**src/rtl/vc_pkg.sv**
```systemverilog
// rtl/vc_pkg.sv - shared defaults, constants and state type for the victim cache controller
package vc_pkg;

  localparam int TAG_WIDTH        = 24;
  localparam int VC_SIZE          = 8;
  localparam int NUM_MUX_SEL_BITS = 4;

  // Tag-store select value reported when no entry compares equal
  localparam logic [NUM_MUX_SEL_BITS-1:0] MISS_SEL = NUM_MUX_SEL_BITS'(1 << (NUM_MUX_SEL_BITS - 1));

  typedef enum logic [2:0] {
    IDLE,
    CMP,
    SWAP,
    WB,
    INSTALL,
    RESP
  } vc_state_e;

endpackage

```
**src/rtl/vc_if.sv**
```systemverilog
// rtl/vc_if.sv - L1, tag/data store and L2 write-back signals of the victim cache controller
interface vc_if import vc_pkg::*; #(
  parameter int tag_width        = TAG_WIDTH,
  parameter int vc_size          = VC_SIZE,
  parameter int num_mux_sel_bits = NUM_MUX_SEL_BITS
);

  logic                        l1_req;
  logic [tag_width-1:0]        l1_req_tag;
  logic                        l1_evict;
  logic [tag_width-1:0]        l1_evict_tag;
  logic                        l1_evict_dirty;
  logic                        l1_resp;
  logic                        vc_hit;
  logic                        vc_hit_dirty;
  logic                        vc_tag_cmp;
  logic                        vc_tag_write;
  logic [vc_size-1:0]          vc_tag_store_ld_mask;
  logic [tag_width-1:0]        vc_tag_store_datain;
  logic [num_mux_sel_bits-1:0] vc_datamux_sel;
  logic                        vc_data_write;
  logic                        l2_wb_req;
  logic [tag_width-1:0]        l2_wb_tag;
  logic                        l2_wb_ack;

  modport slave (
    input  l1_req, l1_req_tag, l1_evict, l1_evict_tag, l1_evict_dirty,
    input  vc_datamux_sel, l2_wb_ack,
    output l1_resp, vc_hit, vc_hit_dirty,
    output vc_tag_cmp, vc_tag_write, vc_tag_store_ld_mask, vc_tag_store_datain,
    output vc_data_write, l2_wb_req, l2_wb_tag
  );

  modport master (
    output l1_req, l1_req_tag, l1_evict, l1_evict_tag, l1_evict_dirty,
    output vc_datamux_sel, l2_wb_ack,
    input  l1_resp, vc_hit, vc_hit_dirty,
    input  vc_tag_cmp, vc_tag_write, vc_tag_store_ld_mask, vc_tag_store_datain,
    input  vc_data_write, l2_wb_req, l2_wb_tag
  );

endinterface

```
**src/rtl/vc_victim_sel.sv**
```systemverilog
// rtl/vc_victim_sel.sv - picks the install slot: lowest invalid entry, else the FIFO pointer
module vc_victim_sel import vc_pkg::*; #(
  parameter int vc_size = VC_SIZE,
  localparam int idx_w  = $clog2(vc_size)
) (
  input  logic [vc_size-1:0] valid,
  input  logic [idx_w-1:0]   fifo_ptr,
  output logic [idx_w-1:0]   victim_idx,
  output logic [vc_size-1:0] victim_mask,
  output logic               use_ptr
);

  // Scan from the top so the lowest invalid index is the one left standing
  always_comb begin
    victim_idx = fifo_ptr;
    use_ptr    = 1'b1;
    for (int i = vc_size - 1; i >= 0; i--) begin
      if (!valid[i]) begin
        victim_idx = idx_w'(i);
        use_ptr    = 1'b0;
      end
    end
    victim_mask = vc_size'(1) << victim_idx;
  end

endmodule

```
**src/rtl/vc_control.sv**
```systemverilog
// rtl/vc_control.sv - victim cache lookup/swap/install controller with dirty write-back to L2
module vc_control import vc_pkg::*; #(
  parameter int tag_width        = TAG_WIDTH,
  parameter int vc_size          = VC_SIZE,
  parameter int num_mux_sel_bits = NUM_MUX_SEL_BITS
) (
  input logic  clk,
  input logic  rst,
  vc_if.slave  bus
);

  localparam int idx_w = $clog2(vc_size);

  vc_state_e            state, state_nxt;
  logic [vc_size-1:0]   valid, dirty;
  logic [tag_width-1:0] tags [vc_size];
  logic [idx_w-1:0]     fifo_ptr, fifo_ptr_inc, hit_idx;
  logic                 hit_q, hit_dirty_q;
  logic [tag_width-1:0] req_tag_q, evict_tag_q;
  logic                 evict_q, evict_dirty_q;

  logic [idx_w-1:0]     victim_idx;
  logic [vc_size-1:0]   victim_mask;
  logic                 use_ptr;
  logic [idx_w-1:0]     sel_idx;
  logic                 cmp_hit;

  assign sel_idx      = bus.vc_datamux_sel[idx_w-1:0];
  assign cmp_hit      = !bus.vc_datamux_sel[num_mux_sel_bits-1] && valid[sel_idx];
  assign fifo_ptr_inc = (fifo_ptr == idx_w'(vc_size - 1)) ? '0 : fifo_ptr + idx_w'(1);

  vc_victim_sel #(.vc_size(vc_size)) u_victim_sel (
    .valid       (valid),
    .fifo_ptr    (fifo_ptr),
    .victim_idx  (victim_idx),
    .victim_mask (victim_mask),
    .use_ptr     (use_ptr)
  );

  always_ff @(posedge clk) begin
    if (!rst) state <= IDLE;
    else      state <= state_nxt;
  end

  always_comb begin
    state_nxt                = state;
    bus.l1_resp              = 1'b0;
    bus.vc_hit               = 1'b0;
    bus.vc_hit_dirty         = 1'b0;
    bus.vc_tag_cmp           = 1'b0;
    bus.vc_tag_write         = 1'b0;
    bus.vc_data_write        = 1'b0;
    bus.vc_tag_store_ld_mask = '0;
    bus.vc_tag_store_datain  = '0;
    bus.l2_wb_req            = 1'b0;
    bus.l2_wb_tag            = '0;
    unique case (state)
      IDLE: begin
        if (bus.l1_req) state_nxt = CMP;
      end
      CMP: begin
        bus.vc_tag_cmp          = 1'b1;
        bus.vc_tag_store_datain = req_tag_q;
        if (cmp_hit)                                   state_nxt = SWAP;
        else if (!evict_q)                             state_nxt = RESP;
        else if (valid[victim_idx] && dirty[victim_idx]) state_nxt = WB;
        else                                           state_nxt = INSTALL;
      end
      SWAP: begin
        bus.vc_tag_store_ld_mask = vc_size'(1) << hit_idx;
        if (evict_q) begin
          bus.vc_tag_write        = 1'b1;
          bus.vc_data_write       = 1'b1;
          bus.vc_tag_store_datain = evict_tag_q;
        end
        state_nxt = RESP;
      end
      WB: begin
        // Victim slot is stable while waiting: valid and pointer only move in SWAP/INSTALL
        bus.l2_wb_req = 1'b1;
        bus.l2_wb_tag = tags[victim_idx];
        if (bus.l2_wb_ack) state_nxt = INSTALL;
      end
      INSTALL: begin
        bus.vc_tag_store_ld_mask = victim_mask;
        bus.vc_tag_write         = 1'b1;
        bus.vc_data_write        = 1'b1;
        bus.vc_tag_store_datain  = evict_tag_q;
        state_nxt                = RESP;
      end
      RESP: begin
        bus.l1_resp      = 1'b1;
        bus.vc_hit       = hit_q;
        bus.vc_hit_dirty = hit_dirty_q;
        state_nxt        = IDLE;
      end
      default: state_nxt = IDLE;
    endcase
  end

  always_ff @(posedge clk) begin
    if (!rst) begin
      valid         <= '0;
      dirty         <= '0;
      fifo_ptr      <= '0;
      hit_idx       <= '0;
      hit_q         <= 1'b0;
      hit_dirty_q   <= 1'b0;
      req_tag_q     <= '0;
      evict_q       <= 1'b0;
      evict_tag_q   <= '0;
      evict_dirty_q <= 1'b0;
    end else begin
      unique case (state)
        IDLE: begin
          if (bus.l1_req) begin
            req_tag_q     <= bus.l1_req_tag;
            evict_q       <= bus.l1_evict;
            evict_tag_q   <= bus.l1_evict_tag;
            evict_dirty_q <= bus.l1_evict_dirty;
          end
        end
        CMP: begin
          hit_q       <= cmp_hit;
          hit_dirty_q <= cmp_hit && dirty[sel_idx];
          hit_idx     <= sel_idx;
        end
        SWAP: begin
          if (evict_q) dirty[hit_idx] <= evict_dirty_q;
          else         valid[hit_idx] <= 1'b0;
        end
        INSTALL: begin
          valid[victim_idx] <= 1'b1;
          dirty[victim_idx] <= evict_dirty_q;
          if (use_ptr) fifo_ptr <= fifo_ptr_inc;
        end
        default: ;
      endcase
    end
  end

  // Internal tag copy feeds l2_wb_tag; entries are meaningless until valid is set
  always_ff @(posedge clk) begin
    if (state == INSTALL)            tags[victim_idx] <= evict_tag_q;
    else if (state == SWAP && evict_q) tags[hit_idx]  <= evict_tag_q;
  end

endmodule

```
**src/flat_wrapper.sv**
```systemverilog
// flat-port wrapper written by rule: the top's interface ports become plain ports
module vc_control_flat import vc_pkg::*;
#(
  parameter int tag_width        = TAG_WIDTH,
  parameter int vc_size          = VC_SIZE,
  parameter int num_mux_sel_bits = NUM_MUX_SEL_BITS
)
  (clk, rst, bus_l1_req, bus_l1_req_tag, bus_l1_evict, bus_l1_evict_tag, bus_l1_evict_dirty, bus_vc_datamux_sel, bus_l2_wb_ack, bus_l1_resp, bus_vc_hit, bus_vc_hit_dirty, bus_vc_tag_cmp, bus_vc_tag_write, bus_vc_tag_store_ld_mask, bus_vc_tag_store_datain, bus_vc_data_write, bus_l2_wb_req, bus_l2_wb_tag);
  vc_if #(.tag_width(tag_width), .vc_size(vc_size), .num_mux_sel_bits(num_mux_sel_bits)) bus_i ();
  input logic clk;
  input logic rst;
  input wire logic [$bits(bus_i.l1_req)-1:0] bus_l1_req;
  input wire logic [$bits(bus_i.l1_req_tag)-1:0] bus_l1_req_tag;
  input wire logic [$bits(bus_i.l1_evict)-1:0] bus_l1_evict;
  input wire logic [$bits(bus_i.l1_evict_tag)-1:0] bus_l1_evict_tag;
  input wire logic [$bits(bus_i.l1_evict_dirty)-1:0] bus_l1_evict_dirty;
  input wire logic [$bits(bus_i.vc_datamux_sel)-1:0] bus_vc_datamux_sel;
  input wire logic [$bits(bus_i.l2_wb_ack)-1:0] bus_l2_wb_ack;
  output wire logic [$bits(bus_i.l1_resp)-1:0] bus_l1_resp;
  output wire logic [$bits(bus_i.vc_hit)-1:0] bus_vc_hit;
  output wire logic [$bits(bus_i.vc_hit_dirty)-1:0] bus_vc_hit_dirty;
  output wire logic [$bits(bus_i.vc_tag_cmp)-1:0] bus_vc_tag_cmp;
  output wire logic [$bits(bus_i.vc_tag_write)-1:0] bus_vc_tag_write;
  output wire logic [$bits(bus_i.vc_tag_store_ld_mask)-1:0] bus_vc_tag_store_ld_mask;
  output wire logic [$bits(bus_i.vc_tag_store_datain)-1:0] bus_vc_tag_store_datain;
  output wire logic [$bits(bus_i.vc_data_write)-1:0] bus_vc_data_write;
  output wire logic [$bits(bus_i.l2_wb_req)-1:0] bus_l2_wb_req;
  output wire logic [$bits(bus_i.l2_wb_tag)-1:0] bus_l2_wb_tag;
  assign bus_i.l1_req = bus_l1_req;
  assign bus_i.l1_req_tag = bus_l1_req_tag;
  assign bus_i.l1_evict = bus_l1_evict;
  assign bus_i.l1_evict_tag = bus_l1_evict_tag;
  assign bus_i.l1_evict_dirty = bus_l1_evict_dirty;
  assign bus_i.vc_datamux_sel = bus_vc_datamux_sel;
  assign bus_i.l2_wb_ack = bus_l2_wb_ack;
  assign bus_l1_resp = bus_i.l1_resp;
  assign bus_vc_hit = bus_i.vc_hit;
  assign bus_vc_hit_dirty = bus_i.vc_hit_dirty;
  assign bus_vc_tag_cmp = bus_i.vc_tag_cmp;
  assign bus_vc_tag_write = bus_i.vc_tag_write;
  assign bus_vc_tag_store_ld_mask = bus_i.vc_tag_store_ld_mask;
  assign bus_vc_tag_store_datain = bus_i.vc_tag_store_datain;
  assign bus_vc_data_write = bus_i.vc_data_write;
  assign bus_l2_wb_req = bus_i.l2_wb_req;
  assign bus_l2_wb_tag = bus_i.l2_wb_tag;
  vc_control #(.tag_width(tag_width), .vc_size(vc_size), .num_mux_sel_bits(num_mux_sel_bits)) u_core (.clk(clk), .rst(rst), .bus(bus_i));
endmodule
```
**config.mk**
```make
export PLATFORM = sky130hd
export DESIGN_NAME = vc_control_flat
export DESIGN_NICKNAME = d
export VERILOG_FILES = /design/src/rtl/vc_pkg.sv /design/src/rtl/vc_if.sv /design/src/rtl/vc_victim_sel.sv /design/src/rtl/vc_control.sv /design/src/flat_wrapper.sv
export SDC_FILE = /design/constraint.sdc
export NUM_CORES = 1
export LEC_CHECK = 0
export ABC_AREA = 1
export CELL_PAD_IN_SITES_DETAIL_PLACEMENT = 2
export CELL_PAD_IN_SITES_GLOBAL_PLACEMENT = 2
export CORE_MARGIN = 2
export CORE_UTILIZATION = 37
export DETAILED_ROUTE_END_ITERATION = 16
export HOLD_SLACK_MARGIN = 0.08
export PLACE_DENSITY_LB_ADDON = 0.2
export SLEW_MARGIN = 10
export SYNTH_ARGS = -nofsm -noshare
export SYNTH_HDL_FRONTEND = slang
export SYNTH_SLANG_ARGS = --single-unit
export TNS_END_PERCENT = 10
```
**constraint.sdc**
```tcl
create_clock -name clk -period 3.75 [get_ports clk]
set_input_delay 0.375 -clock clk [delete_from_list [all_inputs] [get_ports clk]]
set_output_delay 0.375 -clock clk [all_outputs]
set_load 0.03 [all_outputs]
```
==> Word-level counts from Yosys, hierarchy flattened <==
Memories as Yosys holds them, arrays and structs flattened.
Cells that the tools add are included.
{ "classes": {"n_addsub": 1, "order_cmp": 5, "n_eq_ne": 10, "shift": 2, "muxes": 60, "n_bitwise": 3, "reduce_logical": 16} }
{ "op_table": {"columns": ["cell", "n"], "rows": [
  ["two-way mux 24 bit", 3],
  ["one-hot mux 24 bit (3 select lines)", 1],
  ["one-hot mux 8 bit (2 select lines)", 3],
  ["two-way mux 3 bit", 15],
  ["two-way mux 1 bit", 26],
  ["OR reduction 24 bit", 1],
  ["bitwise mux 8 bit", 2],
  ["two-way mux 8 bit", 2],
  ["left shift 1 x 3 -> 8 bit (first input constant)", 2],
  ["binary-select mux 1 bit (select 3 bit)", 4],
  ["less-than comparator 3 x 4 -> 1 bit (second input constant)", 3],
  ["one-hot mux 3 bit (4 select lines)", 1],
  ["AND reduction 2 bit", 5],
  ["== test 3 bit (second input constant)", 3],
  ["bitwise AND 8 bit", 1],
  ["NOT 8 bit", 1],
  ["bitwise OR 8 bit", 1],
  ["demux 1 bit (select 3 bit)", 2],
  ["== test 3 x 2 -> 1 bit (second input constant)", 2],
  ["greater-or-equal comparator 3 x 1 -> 1 bit (second input constant)", 2],
  ["logical AND 1 bit", 6],
  ["inequality test 2 bit (second input constant)", 3],
  ["adder 3 x 1 -> 3 bit (second input constant)", 1],
  ["== test 3 x 1 -> 1 bit (second input constant)", 1],
  ["6 further kinds", 6]
]} }
{ "word_totals": {"ff_bits": 77, "ramBits": 192, "input_bits": 58, "output_inout_bits": 63, "word_cells": 109, "n_memories": 1} }
{ "memory_table": {"columns": ["name", "depth", "word_bits", "rd", "rd_ports_with_merged_regs", "wr", "line", "source"], "rows": [
  ["u_core.tags", 8, 24, 1, 0, 1, "vc_control.sv:16", "logic [tag_width-1:0] tags [vc_size];"]
]} }

==> Logic depth before layout (Yosys ltp) <==
Gate-level depths: netlist (run 1).
{ "depth": {"word_depth": 15, "depth_mapped": 19, "depth_no_buf": 18} }

==> Modules after synthesis <==
From an unflattened synthesis (run 1), not the netlist that was laid out.
{ "hier_totals": {"hier_cells": 951, "area_unflattened_um2": 10704.0} }
{ "modules_own_cells": {"columns": ["mod", "instances", "cells_per_inst", "area_each_um2", "seq_area_each_um2"], "rows": [
  ["vc_control", 1, 917, 10550.1, 7307.0],
  ["vc_victim_sel", 1, 34, 153.9, 0.0]
]} }

==> Worst setup path after synthesis (run 1) <==
Ideal clock, no wire load.
{ "synth_path": {"path_type": "reg-to-output", "startpoint": "register u_core.state[0]", "endpoint": "output port bus_vc_tag_store_datain[12]", "arrival_time_ps": 2443, "t_required_ps": 3375, "path_slack_ps": 932, "path_stages_with_launch": 7, "n_path_buf": 2, "cell_sequence": "dfxtp_1 > inv_1 > nor3_1 > inv_1 > clkbuf_1 > buf_2 > o22ai_1"} }
{ "synth_via": {"elab_chain_cells": 2, "elab_cells_between_ends": 4, "classes_between": "eq/ne (3); mux (1)"} }
{ "synth_lines": {"columns": ["element", "line", "source"], "rows": [
  ["start: declaration", "vc_control.sv:14", "vc_state_e state, state_nxt;"],
  ["start signal: assignment", "vc_control.sv:42", "else state <= state_nxt;"],
  ["== test 3 bit, or another cell as far along", "vc_control.sv:57", "unique case (state)"],
  ["one-hot mux 24 bit (3 select lines) *", "vc_control.sv:57", null],
  ["end: declaration", "flat_wrapper.sv:25", "output wire logic [$bits(bus_i.vc_tag_store_datain)-1:0] bus_vc_tag_store_datain;"]
]} }
Every way passes the cells marked *; elsewhere a longest branch is shown, timed or not.

==> Final worst setup path (run 1) <==
{ "layout_path": {"startpoint": "register u_core.valid[7]", "endpoint": "output port bus_vc_tag_store_ld_mask[4]"} }
{ "layout_via": {"elab_chain_cells": 10} }
{ "layout_lines": {"columns": ["element", "line", "source"], "rows": [
  ["start: declaration", "vc_control.sv:15", "logic [vc_size-1:0] valid, dirty;"],
  ["start signal: assignment", "vc_control.sv:103", "valid <= '0;"],
  ["start signal: indexed assignment", "vc_control.sv:130", "else valid[hit_idx] <= 1'b0;"],
  ["start signal: indexed assignment", "vc_control.sv:133", "valid[victim_idx] <= 1'b1;"],
  ["two-way mux 3 bit (8 in a row)", "vc_victim_sel.sv:18", "if (!valid[i]) begin"],
  ["left shift 1 x 3 -> 8 bit", "vc_victim_sel.sv:23", "victim_mask = vc_size'(1) << victim_idx;"],
  ["one-hot mux 8 bit (2 select lines)", "vc_control.sv:57", null],
  ["end: declaration", "flat_wrapper.sv:24", "output wire logic [$bits(bus_i.vc_tag_store_ld_mask)-1:0] bus_vc_tag_store_ld_mask;"]
]} }
No other way between the ends.

==> results_dict.tcl, run 1 <==
set metrics [dict create \
    outcome "finished, final reports clean" \
    synth-main-ff-cell "edfxtp_1" \
    syn2layout_area_growth_pct 27.0 \
    grt_max_degree 101 \
    setup_viol 0 \
    rsz0062_at_grt "yes" \
    peakVddDrop_v 0.000305 \
    finalMaxSlewViolations 0 \
    first_iter_violations 601 \
    crit_top_cell "nand2_1" \
    fillers 2928 \
    critPathArrivalTime_ns 3.16 \
    overflow 0 \
    path_class "reg -> out" \
    hold_path.class "in -> reg" \
    synth_top_family_by_area "simple AND/OR/NAND/NOR gates" \
    fin_ws_ns 0.211 \
    fmax_mhz 283 \
    ys_warn_count 0 \
    wl_per_cell_um 23.9 \
    cts-root-buf "clkbuf_16" \
    final_layout_size_suffix_gt1_share_pct 12.2 \
    crit_family "simple AND/OR/NAND/NOR gates" \
    synthCells 993 \
    avgSynthCellArea_um2 10.9 \
    synth.net_count 1053 \
    synth_simple_gate_area_share_pct 13.3 \
    grt_pass1_vias 9362 \
    muxShareOfSynthArea_pct 0 \
    max_slew_margin_pct 30.0 \
    hpwl_mm 23.7 \
    cts_made_buffers 30 \
    dieArea_um2 30500 \
    die_x_um 175 \
    setup-tns-final_ns 0 \
    cp-end-kind "output pin" \
    synth.distinct_cells 33 \
    grt_pass1_wl_mm 56.2 \
    cts_sinks 269 \
    core_area_um2 28700 \
    diodes 0 \
    critPathBufInv 3 \
    dpl_worst_slack_ns 0.464 \
    drtPass1Iterations 5 \
    wirelength_mm 36.5 \
    grtUsageTotal_pct 24.1 \
    synth-xor-area-share_pct 0 \
    finClkSkew_ns 0.00948 \
    rows 62 \
    timing_hold_violations_final 0 \
    ys_ff_latch 269 \
    drc 0 \
    clk_latency_ns 0.56 \
    pin_count 121 \
    vias 8412 \
    worstMarginPinSlew_ns 1.05 \
    cts.path.max_buffers 3 \
    synth_compound_area_share_pct 13.1 \
    die-height_um 175 \
    htreeDepth 1 \
    fin_crit_sh_pct 94.4 \
    cts_resized 5 \
    period_needed_ns 3.54 \
    io_buffers 120 \
    maxCapViolCount 0 \
    hold_slack_ns 0.187 \
    cts_tree "done" \
    clk_pin_slew_worst_paths_ns 0.06 \
    start_kind "flip-flop" \
    crit_path_max_incr_delay_ns 0.68 \
    synth_edf_count 192 \
    post_cts_buffers 0 \
    ant_nets 0 \
    gp_congestion 0.865 \
    required_ns 3.38 \
    p_per_area_nw_per_um2 520 \
    ys_seq_area_share_pct 67.8 \
    final_nets 1181 \
    antenna_found_initial 0 \
    via_per_inst 5.50 \
    synth_area_um2 10800 \
    path_max_fanout 29 \
    p_leak_nw 4.87 \
    hold_buffers 0 \
    async_flop_share_pct 0 \
    fin_util_pct 47.7 \
    crit_path_cell_trace "nand2_1 -> nand2_1 -> nand2_1 -> nand2_1 -> nand2_1 -> nand2_1 -> nand2_4 -> nand2_8 -> inv_2 -> nor2_2 -> nor2_1 -> inv_1 -> nand2_1 -> nor2_1 -> clkdlybuf4s50_1" \
    crit_slowest_cell "clkdlybuf4s50_1" \
    synthAdderAreaFrac_pct 0.232 \
    start_util_pct 37.6 \
]
-- final timing paths --
check / slack (ns) / start / to / cells past startpoint
worst max-delay path: 0.21 / u_core.valid[7]$_SDFFE_PN0P_ / bus_vc_tag_store_ld_mask[4] / 15
worst min-delay path: 0.19 / rst / u_core.hit_dirty_q$_SDFFE_PN0P_ / 3
worst max register to register: 0.84 / u_core.fifo_ptr[0]$_SDFFE_PN0P_ / u_core.tags[1][11]$_DFFE_PP_ / 12
worst min register to register: 0.46 / u_core.req_tag_q[11]$_SDFFE_PN0P_ / u_core.req_tag_q[11]$_SDFFE_PN0P_ / 2
-- final cells by class --
| type | instances | area (um2) | share of cell area (%) |
|---|---|---|---|
| Clock buffer | 41 | 872 | 6.37 |
| Clock inverter | 15 | 140 | 1.02 |
| Tap cell | 384 | 480 | 3.51 |
| Inverter | 99 | 372 | 2.71 |
| Sequential cell | 269 | 7310 | 53.4 |
| Multi-Input combinational cell | 573 | 2930 | 21.4 |
| Timing Repair Buffer | 148 | 1580 | 11.6 |
-- metrics by stage --
stage / cell area, um2 / std cells / total power, mW
global route: 13700 / 1529 / 7.36
detailed placement: 12600 / 1473 / 4.18
floorplan: 10800 / 993 / 3.85
global placement: 12600 / 1473 / 4.13
finish: 13700 / 1529 / 7.11
CTS: 13700 / 1529 / 7.17
-- worst reg2reg max path: stages, from the launching register on --
cell     delay (ns)
dfxtp_1        0.34
inv_1          0.08
nand2_1        0.07
nand2_1        0.05
nand2_1        0.07
nand2_1        0.07
nand2_1        0.06
nand2_1        0.09
nand2_4        0.15
nand2_8        0.17
o21ai_2        0.41
inv_2          0.14
nor2_4         0.81
-- metal layers --
metal  share of wire, %  track usage (%)
met1                 44             32.6
met2                 47             39.8
met5                  0                0
met4                2.8             7.50
met3                6.0             3.98
-- synth_stat cells (4+ instances only) --
| master | n | area (um2) |
|---|---|---|
| a211oi_1 | 4 | 30.0 |
| a21oi_1 | 88 | 440 |
| buf_2 | 17 | 85.1 |
| clkbuf_1 | 31 | 116 |
| dfxtp_1 | 77 | 1540 |
| edfxtp_1 | 192 | 5770 |
| inv_1 | 91 | 342 |
| inv_2 | 8 | 30.0 |
| nand2_1 | 151 | 567 |
| nand3_1 | 88 | 440 |
| nor2_1 | 33 | 124 |
| nor2_2 | 8 | 50.1 |
| nor3_1 | 25 | 125 |
| o21ai_0 | 71 | 355 |
| o22ai_1 | 72 | 450 |
| o31ai_1 | 4 | 30.0 |
-- kinds of logic after synthesis --
| family | after synthesis |
|---|---|
| flip-flops | 269 |
| AND/OR/NAND/NOR | 318 |
| buffers and inverters | 151 |
| adder cells (fa/ha/maj) | 2 |
| AO/OA/AOI/OAI | 253 |
-- flip-flops by register name, summed over array words and instances (netlist names) --
register,count
u_core.dirty,8
u_core.evict_dirty_q,1
u_core.evict_q,1
u_core.evict_tag_q,24
u_core.fifo_ptr,3
u_core.hit_dirty_q,1
u_core.hit_idx,3
u_core.hit_q,1
u_core.req_tag_q,24
u_core.state,3
u_core.tags,192
u_core.valid,8
-- cells in the final DEF, fill, tap and decap left out, types with 30 or more instances in the layout --
cell type,instances
a21oi_1,88
buf_4,33
clkbuf_16,30
clkdlybuf4s50_1,92
dfxtp_1,77
edfxtp_1,192
inv_1,91
nand2_1,150
nand3_1,87
nor2_1,31
o21ai_0,71
o22ai_1,72
-- power by group --
part | internal [mW] | total, mW | switching, mW
sequential | 3.33 | 3.48 | 0.144
clock | 1.76 | 2.99 | 1.22
combinational | 0.223 | 0.652 | 0.429
total | 5.32 | 7.11 | 1.80
Note: power is estimated with default switching activity, not from simulation.
==> run 2, diff against run 1 <==
--- a/config.mk
+++ b/config.mk
@@ -11,8 +11,8 @@
 export CORE_MARGIN = 2
 export CORE_UTILIZATION = 37
 export DETAILED_ROUTE_END_ITERATION = 16
-export HOLD_SLACK_MARGIN = 0.08
 export PLACE_DENSITY_LB_ADDON = 0.2
+export SKIP_LAST_GASP = 1
 export SLEW_MARGIN = 10
 export SYNTH_ARGS = -nofsm -noshare
 export SYNTH_HDL_FRONTEND = slang
==> run 2 against run 1 <==
  * Maximum frequency is 2.3% lower
  * First-iteration DRC count is 7.2% higher
  * Critical path type unchanged
  * Largest power group unchanged
  * Power is 0.12% higher
==> results_dict.tcl, run 2 (synthesized netlist as in run 1, its figures left out) <==
set metrics [dict create \
    outcome "finished, final reports clean" \
    largest_register "u_core.tags" \
    first_iter_violations 644 \
    fin_util_pct 47.6 \
    gp_congestion 0.865 \
    syn2layout_area_growth_pct 26.7 \
    drtPass1Iterations 5 \
    period_needed_ns 3.62 \
    clk_latency_ns 0.56 \
    maxCapViolCount 0 \
    cts-root-buf "clkbuf_16" \
    design_area_um2 13700 \
    rsz0062_at_grt "yes" \
    finClkSkew_ns 0.00804 \
    top_regs "u_core.tags: 192 flops, u_core.evict_tag_q: 24 flops, u_core.req_tag_q: 24 flops" \
    grtUsageTotal_pct 24.1 \
    setup_viol 0 \
    start_util_pct 37.6 \
    post_cts_buffers 0 \
    die-height_um 175 \
    hpwl_mm 23.7 \
    grt_pass1_wl_mm 56.2 \
    ant_nets 0 \
    p_per_area_nw_per_um2 521 \
    cts_made_buffers 30 \
    rows 62 \
    diodes 0 \
    io_buffers 120 \
    timing_hold_violations_final 0 \
    grt_pass1_vias 9329 \
    pin_count 121 \
    via_per_inst 5.50 \
    finalMaxSlewViolations 0 \
    dpl_worst_slack_ns 0.464 \
    final_cell_mix "192 x edfxtp_1, 150 x nand2_1, 94 x clkdlybuf4s50_1" \
    clk_pin_slew_worst_paths_ns 0.06 \
    cts_tree "done" \
    grt_max_degree 101 \
    cts.path.max_buffers 3 \
    die_x_um 175 \
    critPathLaunch "u_core.fifo_ptr[0]$_SDFFE_PN0P_" \
    dieArea_um2 30500 \
    cp-end-kind "output pin" \
    htreeDepth 1 \
    place_area_um2 12600 \
    min_from "rst" \
    final_nets 1181 \
    required_ns 3.38 \
    antenna_found_initial 0 \
    final_common_cell "edfxtp_1" \
    start_kind "flip-flop" \
    max_slew_margin_pct 31.2 \
    worstMarginPinSlew_ns 1.03 \
    fmax_mhz 276 \
    hold_path.class "in -> reg" \
    rr_startpoint "u_core.fifo_ptr[0]$_SDFFE_PN0P_" \
    final_layout_size_suffix_gt1_share_pct 11.9 \
    wirelength_mm 36.6 \
    wl_per_cell_um 23.9 \
    peakVddDrop_v 0.000304 \
    path_class "reg -> out" \
    fin_ws_ns 0.126 \
    path_max_fanout 29 \
    drc 0 \
    core_area_um2 28700 \
    cts_sinks 269 \
    critPathArrivalTime_ns 3.25 \
    p_leak_nw 4.82 \
    largest_reg_flops 192 \
    vias 8410 \
    overflow 0 \
    fin_crit_sh_pct 96.6 \
]
## run 2: layer usage
metal  share of wire (%)  vias to the layer above  global-route usage, %
met5                   0                        -                      0
met4                 2.7                        0                   7.15
met3                 6.1                       69                   4.20
met2                  47                      289                   39.6
met1                  44                     4259                   32.7
li1                    -                     3793                      -
## run 2: power breakdown
part,internal [mW],switching (mW)
clock,1.76,1.23
sequential,3.33,0.145
combinational,0.222,0.427
## run 2: timing repair
action | CTS | global route
setup endpoints to repair | 15 | 24
resized for setup | 2 | 3
hold endpoints to repair | 0 | 0
hold buffers | 0 | 0
## run 2: through the flow
stage | instances | total power [mW] | TNS, ns | hold WS, ns
after floorplan | 993 | 3.85 | 0 | 0.430
after global placement | 1473 | 4.13 | 0 | 0.440
after detailed placement | 1473 | 4.18 | 0 | 0.451
after CTS | 1529 | 7.17 | -0.102 | 0.168
after global routing | 1529 | 7.36 | -0.606 | 0.216
final | 1529 | 7.12 | 0 | 0.184
## run 2: worst paths after layout
kind / endpoint / slack (ns) / depth (start not counted)
max reg2reg: u_core.tags[1][11]$_DFFE_PP_ / 0.85 / 12
max: bus_l2_wb_tag[20] / 0.13 / 16
min: u_core.hit_dirty_q$_SDFFE_PN0P_ / 0.18 / 3
min reg2reg: u_core.req_tag_q[5]$_SDFFE_PN0P_ / 0.46 / 2
## run 2: worst max-delay path, cell delays in order, from the launching register on
cell and delay, ns:
dfxtp_1 0.34, inv_1 0.08, nand2_1 0.07, nand2_1 0.05, nand2_1 0.07, nand2_1 0.07, nand2_1 0.07, nand2_1 0.09
nand2_4 0.15, nand2_8 0.17, inv_2 0.22, buf_4 0.37, nand2_1 0.12, nand3_1 0.09, nand3_1 0.08, nor3_1 0.45
buf_12 0.19
## run 2: layout make-up
class,count,area (um2)
Clock buffer,41,872
Clock inverter,15,140
Fill cell,2930,15000
Inverter,99,372
Multi-Input combinational cell,573,2920
Sequential cell,269,7310
Tap cell,384,480
Timing Repair Buffer,148,1570
==> run 3, diff against run 2 <==
--- a/config.mk
+++ b/config.mk
@@ -11,6 +11,7 @@
 export CORE_MARGIN = 2
 export CORE_UTILIZATION = 37
 export DETAILED_ROUTE_END_ITERATION = 16
+export MAX_ROUTING_LAYER = met4
 export PLACE_DENSITY_LB_ADDON = 0.2
 export SKIP_LAST_GASP = 1
 export SLEW_MARGIN = 10
==> constraint.sdc (replaced) <==
create_clock -name clk -period 3.75 [get_ports clk]
set_input_delay 0.375 -clock clk [delete_from_list [all_inputs] [get_ports clk]]
set_output_delay 0.375 -clock clk [all_outputs]
set_load 0.005 [all_outputs]
==> run 3 against run 2 <==
  * Clock skew increased by 0.0027 ns
  * Critical path type unchanged
  * Critical path depth decreased by 5
  * First-iteration DRC count decreased by 14%
  * Setup slack about the same
  * Highest routed layer unchanged
==> results_dict.tcl, run 3 (synthesized netlist as in run 1, its figures left out) <==
set metrics [dict create \
    outcome "finished, final reports clean" \
    final_common_cell "edfxtp_1" \
    crit_path_max_incr_delay_ns 0.45 \
    min_from "rst" \
    hold_slack_ns 0.370 \
    syn2layout_area_growth_pct 26.1 \
    post_cts_buffers 0 \
    period_needed_ns 3.62 \
    fin_crit_sh_pct 96.6 \
    drc 0 \
    critPathLaunch "u_core.valid[5]$_SDFFE_PN0P_" \
    timing_hold_violations_final 0 \
    power_mw 7.11 \
    rsz0062_at_grt "yes" \
    rr_startpoint "u_core.state[0]$_SDFFE_PN0P_" \
    finalMaxSlewViolations 0 \
    hold_path.class "in -> reg" \
    first_iter_violations 557 \
    p_leak_nw 4.76 \
    die-height_um 175 \
    cts.path.max_buffers 3 \
    fillers 2936 \
    pin_count 121 \
    diodes 0 \
    cts-root-buf "clkbuf_16" \
    setup_viol 0 \
    largest_register "u_core.tags" \
    wirelength_mm 35.8 \
    hpwl_mm 24.0 \
    clk_pin_slew_worst_paths_ns 0.06 \
    path_max_fanout 11 \
    core_area_um2 28700 \
    rows 62 \
    via_per_inst 5.38 \
    path_class "reg -> out" \
    htreeDepth 1 \
    maxCapViolCount 0 \
    antenna_found_initial 0 \
    top_regs "u_core.tags: 192 flops, u_core.evict_tag_q: 24 flops, u_core.req_tag_q: 24 flops" \
    die_x_um 175 \
    fin_ws_ns 0.126 \
    max_slew_margin_pct 32.0 \
    worstMarginPinSlew_ns 1.02 \
    final_cell_mix "192 x edfxtp_1, 149 x nand2_1, 119 x clkdlybuf4s50_1" \
    io_buffers 120 \
    required_ns 3.38 \
    grt_max_degree 101 \
    cp-end-kind "output pin" \
    crit_top_cell "nand2_1" \
    crit_path_cell_trace "nand2_1 -> nor2_1 -> nand2_1 -> nand2_2 -> inv_2 -> nor2_2 -> nand2_1 -> buf_4 -> o22ai_1 -> nor3_1 -> clkdlybuf4s50_1" \
    dieArea_um2 30500 \
    p_per_area_nw_per_um2 523 \
    fmax_mhz 276 \
    final_nets 1186 \
    cts_sinks 269 \
    wl_per_cell_um 23.3 \
    ant_nets 0 \
    dpl_worst_slack_ns 0.419 \
    start_kind "flip-flop" \
    largest_reg_flops 192 \
    final_layout_size_suffix_gt1_share_pct 10.3 \
    cts_made_buffers 30 \
    crit_slowest_cell "clkdlybuf4s50_1" \
    peakVddDrop_v 0.000349 \
    gp_congestion 0.830 \
    start_util_pct 37.6 \
    finClkSkew_ns 0.0108 \
    grtUsageTotal_pct 24.0 \
    grt_pass1_wl_mm 54.6 \
    critPathArrivalTime_ns 3.25 \
    cts_tree "done" \
    drtPass1Iterations 6 \
    vias 8250 \
    overflow 0 \
    setup-tns-final_ns 0 \
    grt_pass1_vias 9013 \
    clk_latency_ns 0.56 \
]
==> run 3: cell types whose count changed in the layout (fill, tap and decap cells not counted), moves of 2 or more <==
cell | before | now
clkdlybuf4s50_1 | 94 | 119
buf_12 | 18 | 1
buf_4 | 34 | 31
clkbuf_8 | 8 | 5
clkbuf_16 | 30 | 32
clkinv_1 | 2 | 4
nand2_4 | 1 | 3
==> run 3: repair_timing <==
item	CTS	global route
gates resized for setup	2	8
hold buffers	0	0
endpoints found under the setup margin	11	20
gates cloned	0	1
==> run 3: path summary, 6_finish.rpt <==
check | depth (start not counted) | endpoint | slack (ns)
worst max-delay path | 11 | bus_l2_wb_tag[14] | 0.13
worst min-delay path | 3 | u_core.state[0]$_SDFFE_PN0P_ | 0.37
worst max register to register | 10 | u_core.tags[0][3]$_DFFE_PP_ | 0.77
worst min register to register | 2 | u_core.req_tag_q[18]$_SDFFE_PN0P_ | 0.46
==> run 3: metrics by stage <==
step / cell area [um2] / util [%] / cells
CTS: 13500 / 47.1 / 1533
finish: 13600 / 47.4 / 1534
global route: 13600 / 47.4 / 1534
detailed placement: 12500 / 43.6 / 1477
floorplan: 10800 / - / 993
global placement: 12500 / 43.6 / 1477
==> run 3: report_power, final <==
| group | total [mW] | switching [mW] | leakage, nW | internal [mW] |
|---|---|---|---|---|
| logic | 0.596 | 0.368 | 1.85 | 0.228 |
| clock network | 3.04 | 1.22 | 0.508 | 1.82 |
| registers | 3.48 | 0.149 | 2.39 | 3.33 |
| total | 7.11 | 1.74 | 4.76 | 5.38 |
==> run 3: final cells by class <==
| class | instances | area [um2] | area share [%] |
|---|---|---|---|
| multi-input cells | 573 | 2930 | 21.6 |
| clock inverters | 16 | 160 | 1.18 |
| well taps | 384 | 480 | 3.53 |
| clock buffers | 40 | 863 | 6.35 |
| repair buffers | 153 | 1470 | 10.8 |
| inverters | 99 | 373 | 2.74 |
| flip-flops and latches | 269 | 7310 | 53.8 |
==> run 3: metal layers <==
metal / up-vias / GRT usage, % / wire (um)
met5: - / - / 0
li1: 3799 / - / -
met2: 225 / 38.8 / 17100
met1: 4159 / 32.0 / 16000
met3: 67 / 3.20 / 1710
met4: 0 / 6.84 / 884
==> run 3: worst max-delay path, delay by kind of cell, from the launching register on <==
family          cells  cell delay, ns
compound gates      1            0.22
buf+inv             3            0.78
flops               1            0.43
simple gates        7            1.25
